## src/rtl/m_ifetch_line.sv

```systemverilog
// Instruction fetch line buffer: one demand line filled by ascending word reads on a miss.
// Defining IFETCH_PREFETCH_EN adds a next-line prefetch buffer filled in state PF.
module m_ifetch_line #(
    parameter int          LINE_WORDS = 4,
    parameter logic [31:0] RESET_IR   = 32'h13
) (
    input  logic        w_clk,
    input  logic        w_rst_n,
    input  logic [31:0] w_pc,
    output logic [31:0] w_ir,
    output logic        w_stall,
    output logic        mem_req,
    output logic [31:0] mem_addr,
    input  logic        mem_ack,
    input  logic [31:0] mem_rdata
);
    localparam int               OFF_W     = $clog2(LINE_WORDS);
    localparam int               TAG_W     = 30 - OFF_W;
    localparam logic [OFF_W-1:0] LAST_BEAT = OFF_W'(LINE_WORDS - 1);

    typedef enum logic [1:0] {
        IDLE,
        FILL,
`ifdef IFETCH_PREFETCH_EN
        PF,
`endif
        DONE
    } state_t;

    state_t           state_q, state_n;
    logic [OFF_W-1:0] beat_q, beat_n;
    logic [TAG_W-1:0] base_q, base_n;
    logic [TAG_W-1:0] tag_q, tag_n;
    logic             valid_q, valid_n;
    logic [31:0]      words [LINE_WORDS];
    logic             d_we;

    logic [TAG_W-1:0] pc_line;
    logic [OFF_W-1:0] pc_off;
    logic             d_hit, pf_hit, ack;
    logic             unused_pc_bits;

    assign pc_line        = w_pc[31:OFF_W+2];
    assign pc_off         = w_pc[OFF_W+1:2];
    assign unused_pc_bits = ^w_pc[1:0];
    assign d_hit          = valid_q && (tag_q == pc_line);
    assign ack            = mem_req && mem_ack;

`ifdef IFETCH_PREFETCH_EN
    logic [TAG_W-1:0] pf_tag_q, pf_tag_n;
    logic             pf_valid_q, pf_valid_n;
    logic [31:0]      pf_words [LINE_WORDS];
    logic             pf_we, copy;

    assign pf_hit  = pf_valid_q && (pf_tag_q == pc_line);
    assign mem_req = (state_q == FILL) || (state_q == PF);
`else
    assign pf_hit  = 1'b0;
    assign mem_req = (state_q == FILL);
`endif

    assign w_stall  = !(d_hit || pf_hit);
    assign mem_addr = mem_req ? {base_q, beat_q, 2'b00} : 32'h0;

    always_comb begin
        w_ir = RESET_IR;
        if (d_hit)
            w_ir = words[pc_off];
`ifdef IFETCH_PREFETCH_EN
        else if (pf_hit)
            w_ir = pf_words[pc_off];
`endif
    end

    // NOTE: every always_comb output gets a default first so no path leaves it unassigned (no latch).
    always_comb begin
        state_n = state_q;
        beat_n  = beat_q;
        base_n  = base_q;
        tag_n   = tag_q;
        valid_n = valid_q;
        d_we    = 1'b0;
`ifdef IFETCH_PREFETCH_EN
        pf_tag_n   = pf_tag_q;
        pf_valid_n = pf_valid_q;
        pf_we      = 1'b0;
        copy       = 1'b0;
`endif
        case (state_q)
            IDLE: begin
                if (w_stall) begin
                    state_n = FILL;
                    valid_n = 1'b0;
                    base_n  = pc_line;
                    beat_n  = '0;
                end
`ifdef IFETCH_PREFETCH_EN
                else if (pf_hit && !d_hit) begin
                    copy       = 1'b1;
                    tag_n      = pf_tag_q;
                    valid_n    = 1'b1;
                    pf_valid_n = 1'b0;
                end
`endif
            end
            FILL: begin
                if (ack) begin
                    d_we   = 1'b1;
                    beat_n = beat_q + 1'b1;
                    if (beat_q == LAST_BEAT) begin
                        valid_n = 1'b1;
                        tag_n   = base_q;
                        state_n = DONE;
                    end
                end
            end
            DONE: begin
`ifdef IFETCH_PREFETCH_EN
                state_n    = PF;
                base_n     = base_q + 1'b1;
                beat_n     = '0;
                pf_valid_n = 1'b0;
`else
                state_n = IDLE;
`endif
            end
`ifdef IFETCH_PREFETCH_EN
            PF: begin
                // A demand miss may only redirect once the outstanding beat is acknowledged.
                if (ack) begin
                    pf_we  = 1'b1;
                    beat_n = beat_q + 1'b1;
                    if (w_stall) begin
                        state_n    = FILL;
                        base_n     = pc_line;
                        beat_n     = '0;
                        valid_n    = 1'b0;
                        pf_valid_n = 1'b0;
                    end else if (beat_q == LAST_BEAT) begin
                        pf_valid_n = 1'b1;
                        pf_tag_n   = base_q;
                        state_n    = IDLE;
                    end
                end
            end
`endif
            default: state_n = IDLE;
        endcase
    end

    // NOTE: sequential state uses non-blocking assignments so all registers update from pre-edge values.
    always_ff @(posedge w_clk or negedge w_rst_n) begin
        if (!w_rst_n) begin
            state_q <= IDLE;
            beat_q  <= '0;
            base_q  <= '0;
            tag_q   <= '0;
            valid_q <= 1'b0;
`ifdef IFETCH_PREFETCH_EN
            pf_tag_q   <= '0;
            pf_valid_q <= 1'b0;
`endif
        end else begin
            state_q <= state_n;
            beat_q  <= beat_n;
            base_q  <= base_n;
            tag_q   <= tag_n;
            valid_q <= valid_n;
`ifdef IFETCH_PREFETCH_EN
            pf_tag_q   <= pf_tag_n;
            pf_valid_q <= pf_valid_n;
`endif
        end
    end

    // NOTE: line data is not reset; the valid bits alone guard it, keeping the arrays plain RAM-like storage.
    always_ff @(posedge w_clk) begin
        if (d_we)
            words[beat_q] <= mem_rdata;
`ifdef IFETCH_PREFETCH_EN
        if (copy)
            for (int i = 0; i < LINE_WORDS; i++)
                words[i] <= pf_words[i];
        if (pf_we)
            pf_words[beat_q] <= mem_rdata;
`endif
    end

endmodule

```

## config.mk

```make
export PLATFORM = sky130hd
export DESIGN_NAME = m_ifetch_line
export DESIGN_NICKNAME = d
export VERILOG_FILES = /design/src/rtl/m_ifetch_line.sv
export SDC_FILE = /design/constraint.sdc
export NUM_CORES = 1
export LEC_CHECK = 0
export CAP_MARGIN = 20
export CORE_MARGIN = 3
export CORE_UTILIZATION = 60
export CTS_CLUSTER_SIZE = 28
export DETAILED_ROUTE_END_ITERATION = 10
export DONT_BUFFER_PORTS = 1
export HOLD_SLACK_MARGIN = 0.15
export PLACE_DENSITY_LB_ADDON = 0.15
export SETUP_SLACK_MARGIN = 0.5
export SYNTH_ARGS = -nofsm -noshare
export SYNTH_HDL_FRONTEND = slang
export SYNTH_SLANG_ARGS = --single-unit
```

## constraint.sdc

```tcl
create_clock -name w_clk -period 5.4 [get_ports w_clk]
set_clock_uncertainty 0.05 [all_clocks]
set_input_delay 1.62 -clock w_clk [delete_from_list [all_inputs] [get_ports w_clk]]
set_output_delay 1.62 -clock w_clk [all_outputs]
set_load 0.005 [all_outputs]
```

==> qor_table.md, run 1 <==
| Metric | This run |
| --- | --- |
| Count of clock tree sinks | 189 |
| Gp weighted congestion | 0.723 |
| Per-instance average area after synthesis | 18.4 um2 |
| Worst Hold Margin | 0.476 ns |
| Finished layout cell area | 8540 um2 |
| Total count of max-transition violations in the final report | 0 |
| Final net count | 502 |
| Residual DRC | 0 |
| Share of the synthesized area in the top cell type | 49.0% |
| Clock tree from TritonCTS | built |
| Routed Wire Length | 13200 um |
| Leading cell type in the layout, fill and taps excluded | sky130_fd_sc_hd__edfxtp_1 |
| Worst slack at placement | 0.518 ns |
| Biggest area contributors in the synthesized netlist | sky130_fd_sc_hd__edfxtp_1, sky130_fd_sc_hd__dfrtp_1, sky130_fd_sc_hd__mux4_2 |
| Sequential fraction of the synthesis area | 68.5% |
| Count of distinct cell types in the synthesized netlist | 28 |
| Period minus WS final | 4.76 ns |
| Cell Pwr Density | 491 nW/um2 |
| Setup Crit Path Kind | primary input to output pin |
| Clock buffers created by TritonCTS | 17 |
| Cell family with the largest share of critical-path delay | simple AND/OR/NAND/NOR gates |
| Critical Path Max Stage Delay | 0.38 ns |
| Number of instances in the synthesized netlist | 426 |
| Number of rows in the core area | 41 |
| Final Power | 4.20 mW |
| Crit share post-route | 88.2% |
| #FFs+latches synth | 189 |
| CP max FO | 33 |
| Die width | 120 um |
| Synth-to-layout area growth | 9.01% |
| Number of global-route vias before repair | 3886 |
| Root cell of the clock tree | sky130_fd_sc_hd__clkbuf_16 |
| Starting DRT DRC Count | 203 |
| Cell Area, Placed | 7990 um2 |
| Peak supply drop | 300 uV |
| Routed vias/inst | 5.76 |
| Antenna violation net count after detailed routing | 0 |
| Port-buffer cells | 0 |
| Ports | 133 |
| Count of hold buffers inserted by post-cts repair | 0 |
| Worst EP arrival | 3.09 ns |
| CTS clk-pin slew, worst paths | 0.06 ns |
| Cell breakdown of the critical path | xnor2_1 > nand4_1 > nor4_4 > nand3_1 > buf_6 > nor2b_2 > buf_4 |
| Max Clock Freq | 210 MHz |
| Number of H-tree levels | 4 |
| Pin count of the biggest net entering global routing | 62 |
| Maximum count of clock buffers along a single path | 2 |
| Drt wl/cell | 21.5 um |
| Count of yosys warnings during synthesis | 0 |
| Maxcap violations | 0 |
| Worst min-delay path category | register to register |
| Transition time of the tightest slew-check pin | 0.842 ns |
| Detailed placer's ending HPWL | 8410 um |
| Overall die height | 120 um |
| Via count of the routed design | 3549 |
| Commonest cells after routing, fill and taps aside | sky130_fd_sc_hd__edfxtp_1, sky130_fd_sc_hd__dfrtp_1, sky130_fd_sc_hd__mux4_2, sky130_fd_sc_hd__and2_1, sky130_fd_sc_hd__mux2_2 |
| All-Layer GR Usage | 19.6% |
| Global-route wire length before repair | 21000 um |
| Minimum setup slack in the final design | 0.639 ns |
| Number of antenna violations at the first check in global routing | 0 |
| Reported leakage power | 3.03 nW |
| Slowest cell on the critical path | sky130_fd_sc_hd__nor4_4 |
| Synth Cell Area | 7840 um2 |
| Final hold violations | 0 |
| Die ar. | 14500 um2 |
| GRT Residual Overflow | 0 |
| Initial Util | 61.8% |
| Insertion delay to the later sink of the worst-skew pair | 0.42 ns |
| Setup crit start kind | primary input |
| Slew headroom | 43.8% |
| Element type at the critical path end | output pin |
| Combined buffer and inverter count along the critical path | 2 |
| Unrepaired setup endpoints after global routing | false |
| Number of search-and-repair iterations in the first detailed-routing pass | 4 |
| Ant diodes | 0 |
| Worst path required time | 3.73 ns |
| Library cell occupying the most area in the post-synthesis netlist | sky130_fd_sc_hd__edfxtp_1 |
| Post-Route Setup TNS | 0 ns |
| Fraction of final layout cells with drive strength greater than 1 | 29.7% |
| Status | finished clean |
| Total core area | 12700 um2 |
| Final setup violation count | 0 |
==> cell usage after synthesis (all sizes together) <==
| library cell | n |
|---|---|
| edfxtp | 128 |
| dfrtp | 61 |
| mux2 | 56 |
| mux4 | 32 |
| and2 | 30 |
| nor2b | 30 |
| xnor2 | 25 |
| clkbuf | 12 |
| buf | 10 |
| nand4 | 6 |
| inv | 5 |
| nand2 | 5 |
| ha | 4 |
| nand3 | 4 |
| and3 | 3 |
| o21ai | 3 |
| or2 | 3 |
| xor2 | 3 |
| nor4 | 2 |
| a21o | 1 |
| a311oi | 1 |
| conb | 1 |
| nor2 | 1 |
==> timing repair <==
item | 4_1_cts | 5_1_grt
setup endpoints to repair | 0 | 6
setup buffers | 0 | 1
resized for setup | 0 | 3
==> cell type report <==
cell class / count / area (um2)
clock buffers: 18 / 429
clock inverters: 14 / 103
fillers: 860 / 4130
inverters: 5 / 18.8
multi-input cells: 211 / 2350
flip-flops and latches: 189 / 5370
well taps: 172 / 215
repair buffers: 7 / 56.3
==> kinds of logic (layout without fill, tap and decap cells) <==
kind of cell	count (synthesis)	in the layout	synth area share (%)
simple gates	84	84	6.79
buf+inv	27	44	1.76
fa+ha+maj	4	4	0.639
mux	88	88	18.5
flops	189	189	68.5
other cells	1	2	0.0479
compound gates	5	5	0.623
xor+xnor	28	28	3.13
==> worst paths after layout <==
path / startpoint / end / slack, ns / cells after the start
min in group asynchronous: w_rst_n / base_q[4] / 0.84 / 0
max in group asynchronous: w_rst_n / beat_q[0] / 4.37 / 0
setup reg to reg: state_q[0] / words[3][6] / 2.11 / 5
setup / recovery: w_pc[13] / w_ir[3] / 0.64 / 7
hold reg to reg: tag_q[0] / tag_q[0] / 0.48 / 1
hold / removal: tag_q[0] / tag_q[0] / 0.48 / 1
==> power breakdown <==
| group | total, mW | internal [mW] | switching (mW) |
|---|---|---|---|
| Clock | 1.12 | 0.624 | 0.498 |
| Combinational | 0.924 | 0.520 | 0.404 |
| Sequential | 2.15 | 1.96 | 0.191 |
==> per-layer routing <==
metal / routed length, um / track usage, % / vias up
met5: 0 / 0 / -
met4: 232 / 7.44 / 0
met3: 1070 / 7.62 / 16
met2: 6890 / 32.5 / 99
met1: 5040 / 23.4 / 1834
li1: - / - / 1600
==> per-stage QoR <==
stage                     cells  utilization [%]
final                       616             67.4
after global routing        616             67.4
after CTS                   615             67.2
after detailed placement    583             63.0
after global placement      583             63.0
after floorplan             427                -
==> sequential cells by signal, summed over array words and instances, names as in the netlist <==
signal,cells
valid_q,1
words,128
beat_q,2
tag_q,28
state_q,2
base_q,28
Power figures use the tool's default switching activity.
==> run 2: changes to the inputs <==
Settings changed: CORE_ASPECT_RATIO set to 0.75, RECOVER_POWER set to 25.
==> qor_table.md, run 2 (same netlist as run 1, synthesis figures left out) <==
| Metric | This run |
| --- | --- |
| Status | finished clean |
| Count of clock tree sinks | 189 |
| Residual DRC | 0 |
| Cell Pwr Density | 500 nW/um2 |
| Final net count | 504 |
| Clock buffers created by TritonCTS | 17 |
| Slew headroom | 42.5% |
| Met2 wire length | 6680 um |
| Routed vias/inst | 5.88 |
| CP max FO | 33 |
| Setup crit start kind | primary input |
| Placed Cells incl. Taps | 580 |
| Element type at the critical path end | output pin |
| Reg area | 5370 um2 |
| Total count of max-transition violations in the final report | 0 |
| Clock tree from TritonCTS | built |
| Switching share of power | 27.2% |
| Number of search-and-repair iterations in the first detailed-routing pass | 4 |
| Routed Wire Length | 13900 um |
| Cell Area, Placed | 8000 um2 |
| Antenna violation net count after detailed routing | 0 |
| GRT Residual Overflow | 0 |
| Port-buffer cells | 0 |
| Worst Hold Margin | 0.478 ns |
| Peak supply drop | 264 uV |
| Commonest cells after routing, fill and taps aside | sky130_fd_sc_hd__edfxtp_1, sky130_fd_sc_hd__dfrtp_1, sky130_fd_sc_hd__mux4_2, sky130_fd_sc_hd__and2_1, sky130_fd_sc_hd__mux2_2 |
| Fraction of final layout cells with drive strength greater than 1 | 31.6% |
| Layout fillers | 816 |
| Number of global-route vias before repair | 3904 |
| Registers with the most flip-flops | words: 128 flops, base_q: 28 flops, tag_q: 28 flops |
| Register name with the most flops | words |
| Internal portion of total power | 3.14 mW |
| Drt wl/cell | 22.8 um |
| Fraction of power consumed by the clock network | 28.4% |
| Final Power | 4.31 mW |
| Finished layout cell area | 8630 um2 |
| Post-Route Setup TNS | 0 ns |
| Portion of total power attributed to combinational logic | 21.7% |
| Max Clock Freq | 207 MHz |
| Period minus WS final | 4.83 ns |
| Initial Util | 62.6% |
| All-Layer GR Usage | 20.5% |
| Number of rows in the core area | 35 |
| Final setup violation count | 0 |
| Count of hold buffers inserted by post-cts repair | 0 |
| Met1 routed wirelength after detailed routing | 6020 um |
| CTS clk-pin slew, worst paths | 0.07 ns |
| Worst slack at placement | 0.485 ns |
| Detailed placer's ending HPWL | 8820 um |
| Crit share post-route | 89.4% |
| # Post-CTS Setup Buffers | 0 |
| Die width | 138 um |
| Unrepaired setup endpoints after global routing | false |
| Non-filler instance count after layout | 612 |
| Die ar. | 14500 um2 |
| Root cell of the clock tree | sky130_fd_sc_hd__clkbuf_16 |
| Global-route wire length before repair | 22100 um |
| Overall die height | 105 um |
| Switching Power | 1.17 mW |
| Worst min-delay path category | register to register |
| Number of antenna violations at the first check in global routing | 0 |
| Insertion delay to the later sink of the worst-skew pair | 0.42 ns |
| Number of flip-flops in the largest register | 128 |
| Maxcap violations | 0 |
| Maximum count of clock buffers along a single path | 2 |
| Minimum setup slack in the final design | 0.574 ns |
| Number of H-tree levels | 4 |
| Uppermost metal layer occupied by signal nets | met4 |
| Final hold violations | 0 |
| Setup Crit Path Kind | primary input to output pin |
| Synth-to-layout area growth | 10.1% |
| Ports | 133 |
| Total core area | 12500 um2 |
| Gp weighted congestion | 0.747 |
| Area used by multi-input combinational logic | 2350 um2 |
| Transition time of the tightest slew-check pin | 0.863 ns |
| Worst EP arrival | 3.16 ns |
| Wire length on met3 | 1090 um |
| Reported leakage power | 3.09 nW |
| Via count of the routed design | 3601 |
| Leading cell type in the layout, fill and taps excluded | sky130_fd_sc_hd__edfxtp_1 |
| Starting DRT DRC Count | 176 |
| Pin count of the biggest net entering global routing | 62 |
| Ant diodes | 0 |
| Final core utilization | 68.9% |
| Reg power frac | 49.9% |
| Worst path required time | 3.73 ns |
run 2: final cells by class:
type                       instances  share of cell area, %
sequential                       189                   62.3
multi-input combinational        211                   27.3
clock buffer                      17                   4.93
tap                              166                   2.41
clock inverter                    15                   1.97
timing repair buffer               9                  0.928
inverter                           5                  0.218
run 2: layer usage:
layer / up-vias / global-route usage, %
met1: 1896 / 27.9
met5: - / 0
met3: 12 / 7.27
li1: 1601 / -
met4: 0 / 5.78
met2: 92 / 31.9
run 2: what timing repair did:
item / 4_1_cts / 5_1_grt
endpoints found under the setup margin: 1 / 2
gates resized for setup: 1 / 5
pin swaps: 1 / 3
run 2: path summary, 6_finish.rpt:
kind                             from           end  slack (ns)  depth (start not counted)
max in group asynchronous     w_rst_n     base_q[7]        4.35                          0
hold / removal              base_q[5]     base_q[5]        0.48                          1
setup reg to reg           state_q[1]  words[3][22]        2.42                          6
setup / recovery             w_pc[16]      w_ir[22]        0.57                          7
hold reg to reg             base_q[5]     base_q[5]        0.48                          1
min in group asynchronous     w_rst_n     tag_q[27]        0.84                          0
run 2: critical path, stage by stage:
cell and delay, ns:
sky130_fd_sc_hd__xnor2_1 0.17, sky130_fd_sc_hd__nand4_1 0.21, sky130_fd_sc_hd__nor4_4 0.47, sky130_fd_sc_hd__nand3_2 0.17, sky130_fd_sc_hd__buf_12 0.20, sky130_fd_sc_hd__nor2b_2 0.15
sky130_fd_sc_hd__buf_4 0.12
run 2: power groups by stage:
stage          Sequential, mW  Combinational [mW]  Clock (mW)
2_1_floorplan            2.11               0.803           0
3_3_place_gp             2.15               0.932           0
3_5_place_dp             2.18               0.949           0
4_1_cts                  2.16               0.956        1.25
5_1_grt                  2.20                1.03        1.30
6_report                 2.15               0.938        1.22
==> run 3: changes to the inputs <==
Settings changed: CORE_UTILIZATION 60 to 57.
Clock period 5.4 ns to 3.95 ns, I/O delays scaled along.
==> qor_table.md, run 3 (same netlist as run 1, synthesis figures left out) <==
| Metric | This run |
| --- | --- |
| Reg power frac | 49.7% |
| Number of search-and-repair iterations in the first detailed-routing pass | 4 |
| Port-buffer cells | 0 |
| Clock tree from TritonCTS | built |
| Ant diodes | 0 |
| Leading cell type in the layout, fill and taps excluded | sky130_fd_sc_hd__edfxtp_1 |
| Worst EP arrival | 2.50 ns |
| Fraction of power consumed by the clock network | 27.8% |
| Element type at the critical path end | output pin |
| Post-Route Setup TNS | 0 ns |
| CP max FO | 33 |
| Setup slack, reg-to-reg | 1.56 ns |
| Pin count of the biggest net entering global routing | 62 |
| Count of clock tree sinks | 189 |
| Clock buffers created by TritonCTS | 17 |
| Cell family with the largest share of critical-path delay | simple AND/OR/NAND/NOR gates |
| Setup crit start kind | primary input |
| Fraction of final layout cells with drive strength greater than 1 | 32.2% |
| Drt wl/cell | 22.6 um |
| Uppermost metal layer occupied by signal nets | met4 |
| Cell breakdown of the critical path | xnor2_2 > nand4_1 > nor4_4 > nand3_2 > buf_12 > nor2b_1 > buf_4 |
| Peak supply drop | 451 uV |
| Maxcap violations | 0 |
| Cell Area, Placed | 8060 um2 |
| Worst path required time | 2.71 ns |
| Critical Path Max Stage Delay | 0.38 ns |
| Unrepaired setup endpoints after global routing | true |
| Transition time of the tightest slew-check pin | 0.880 ns |
| Cell Pwr Density | 683 nW/um2 |
| Registers with the most flip-flops | words: 128 flops, base_q: 28 flops, tag_q: 28 flops |
| Die width | 141 um |
| Worst Hold Margin | 0.404 ns |
| Routed Wire Length | 14000 um |
| Final setup violation count | 0 |
| Combined buffer and inverter count along the critical path | 2 |
| Maximum count of clock buffers along a single path | 2 |
| Number of H-tree levels | 4 |
| Synth-to-layout area growth | 10.6% |
| Total count of max-transition violations in the final report | 0 |
| Switching share of power | 27.2% |
| Cell count of the worst reg-to-reg path | 7 |
| All-Layer GR Usage | 19.8% |
| Residual DRC | 0 |
| Global-route wire length before repair | 22200 um |
| Initial Util | 59.4% |
| GRT Residual Overflow | 0 |
| Starting DRT DRC Count | 233 |
| Slew headroom | 41.3% |
| Register name with the most flops | words |
| Finished layout cell area | 8670 um2 |
| Root cell of the clock tree | sky130_fd_sc_hd__clkbuf_16 |
| Total core area | 13200 um2 |
| Final core utilization | 65.7% |
| Die ar. | 15200 um2 |
| Max Clock Freq | 268 MHz |
| Wire length on met3 | 1050 um |
| Number of antenna violations at the first check in global routing | 0 |
| Setup Crit Path Kind | primary input to output pin |
| Reg-to-reg endpoint | base_q[0] |
| Period minus WS final | 3.74 ns |
| Commonest cells after routing, fill and taps aside | sky130_fd_sc_hd__edfxtp_1, sky130_fd_sc_hd__dfrtp_1, sky130_fd_sc_hd__mux4_2, sky130_fd_sc_hd__and2_1, sky130_fd_sc_hd__mux2_2 |
| Overall die height | 108 um |
| Worst min-delay path category | primary input to async pin |
| Ports | 133 |
| Number of rows in the core area | 36 |
| Reported leakage power | 3.10 nW |
| Number of flip-flops in the largest register | 128 |
| Number of global-route vias before repair | 4007 |
| Worst r2r src | tag_q[15] |
| Status | finished clean |
| Switching Power | 1.61 mW |
| Final hold violations | 0 |
| Met1 routed wirelength after detailed routing | 5940 um |
| Routed vias/inst | 5.89 |
| Internal portion of total power | 4.31 mW |
| Portion of total power attributed to combinational logic | 22.5% |
| Crit share post-route | 94.6% |
| Detailed placer's ending HPWL | 8740 um |
| Met2 wire length | 6800 um |
| Antenna violation net count after detailed routing | 0 |
| Final net count | 505 |
| Slowest cell on the critical path | sky130_fd_sc_hd__nor4_4 |
| Via count of the routed design | 3639 |
| Gp weighted congestion | 0.762 |
| CTS clk-pin slew, worst paths | 0.07 ns |
| Insertion delay to the later sink of the worst-skew pair | 0.42 ns |
## run 3: per-layer routing
layer	global-route usage [%]	up-vias
met4	6.16	0
met5	0	-
met2	31.0	97
li1	-	1604
met3	7.06	16
met1	26.3	1922
## run 3: area by class of cell
type                            count  area (um2)
Clock inverter                     15         153
Clock buffer                       17         425
Tap cell                          171         214
Timing Repair Buffer               10         100
Fill cell                         884        4530
Inverter                            5        18.8
Sequential cell                   189        5370
Multi-Input combinational cell    211        2390
## run 3: what timing repair did
action,4_1_cts,5_1_grt
setup endpoints to repair,33,33
resized for setup,2,0
hold buffers,0,0
buffers inserted,2,0
hold endpoints to repair,0,0
pin swaps,4,3
## run 3: power groups by stage
stage          Clock, mW  Sequential [mW]  Combinational [mW]
3_5_place_dp           0             2.98                1.33
6_report            1.65             2.94                1.33
5_1_grt             1.77             3.01                1.45
4_1_cts             1.69             2.95                1.36
3_3_place_gp           0             2.94                1.31
2_1_floorplan          0             2.90                1.11
## run 3: how the worst max path moves through the flow
stage,from,endpoint,slack [ns],cells past startpoint
final,w_pc[16],w_ir[31],0.21,7
after global routing,w_pc[16],w_ir[31],0.12,7
after CTS,w_pc[19],w_ir[31],0.20,7
after detailed placement,w_pc[19],w_ir[31],0.05,7
after global placement,w_pc[19],w_ir[1],0.09,6
after floorplan,w_pc[29],w_ir[0],0.38,6
## run 3: stage by stage
stage	worst slack, ns	cells	power [mW]
2_1_floorplan	0.383	427	4.01
3_3_place_gp	0.0944	584	4.25
3_5_place_dp	0.0508	584	4.32
4_1_cts	0.195	618	6.00
5_1_grt	0.117	618	6.23
6_report	0.214	618	5.92
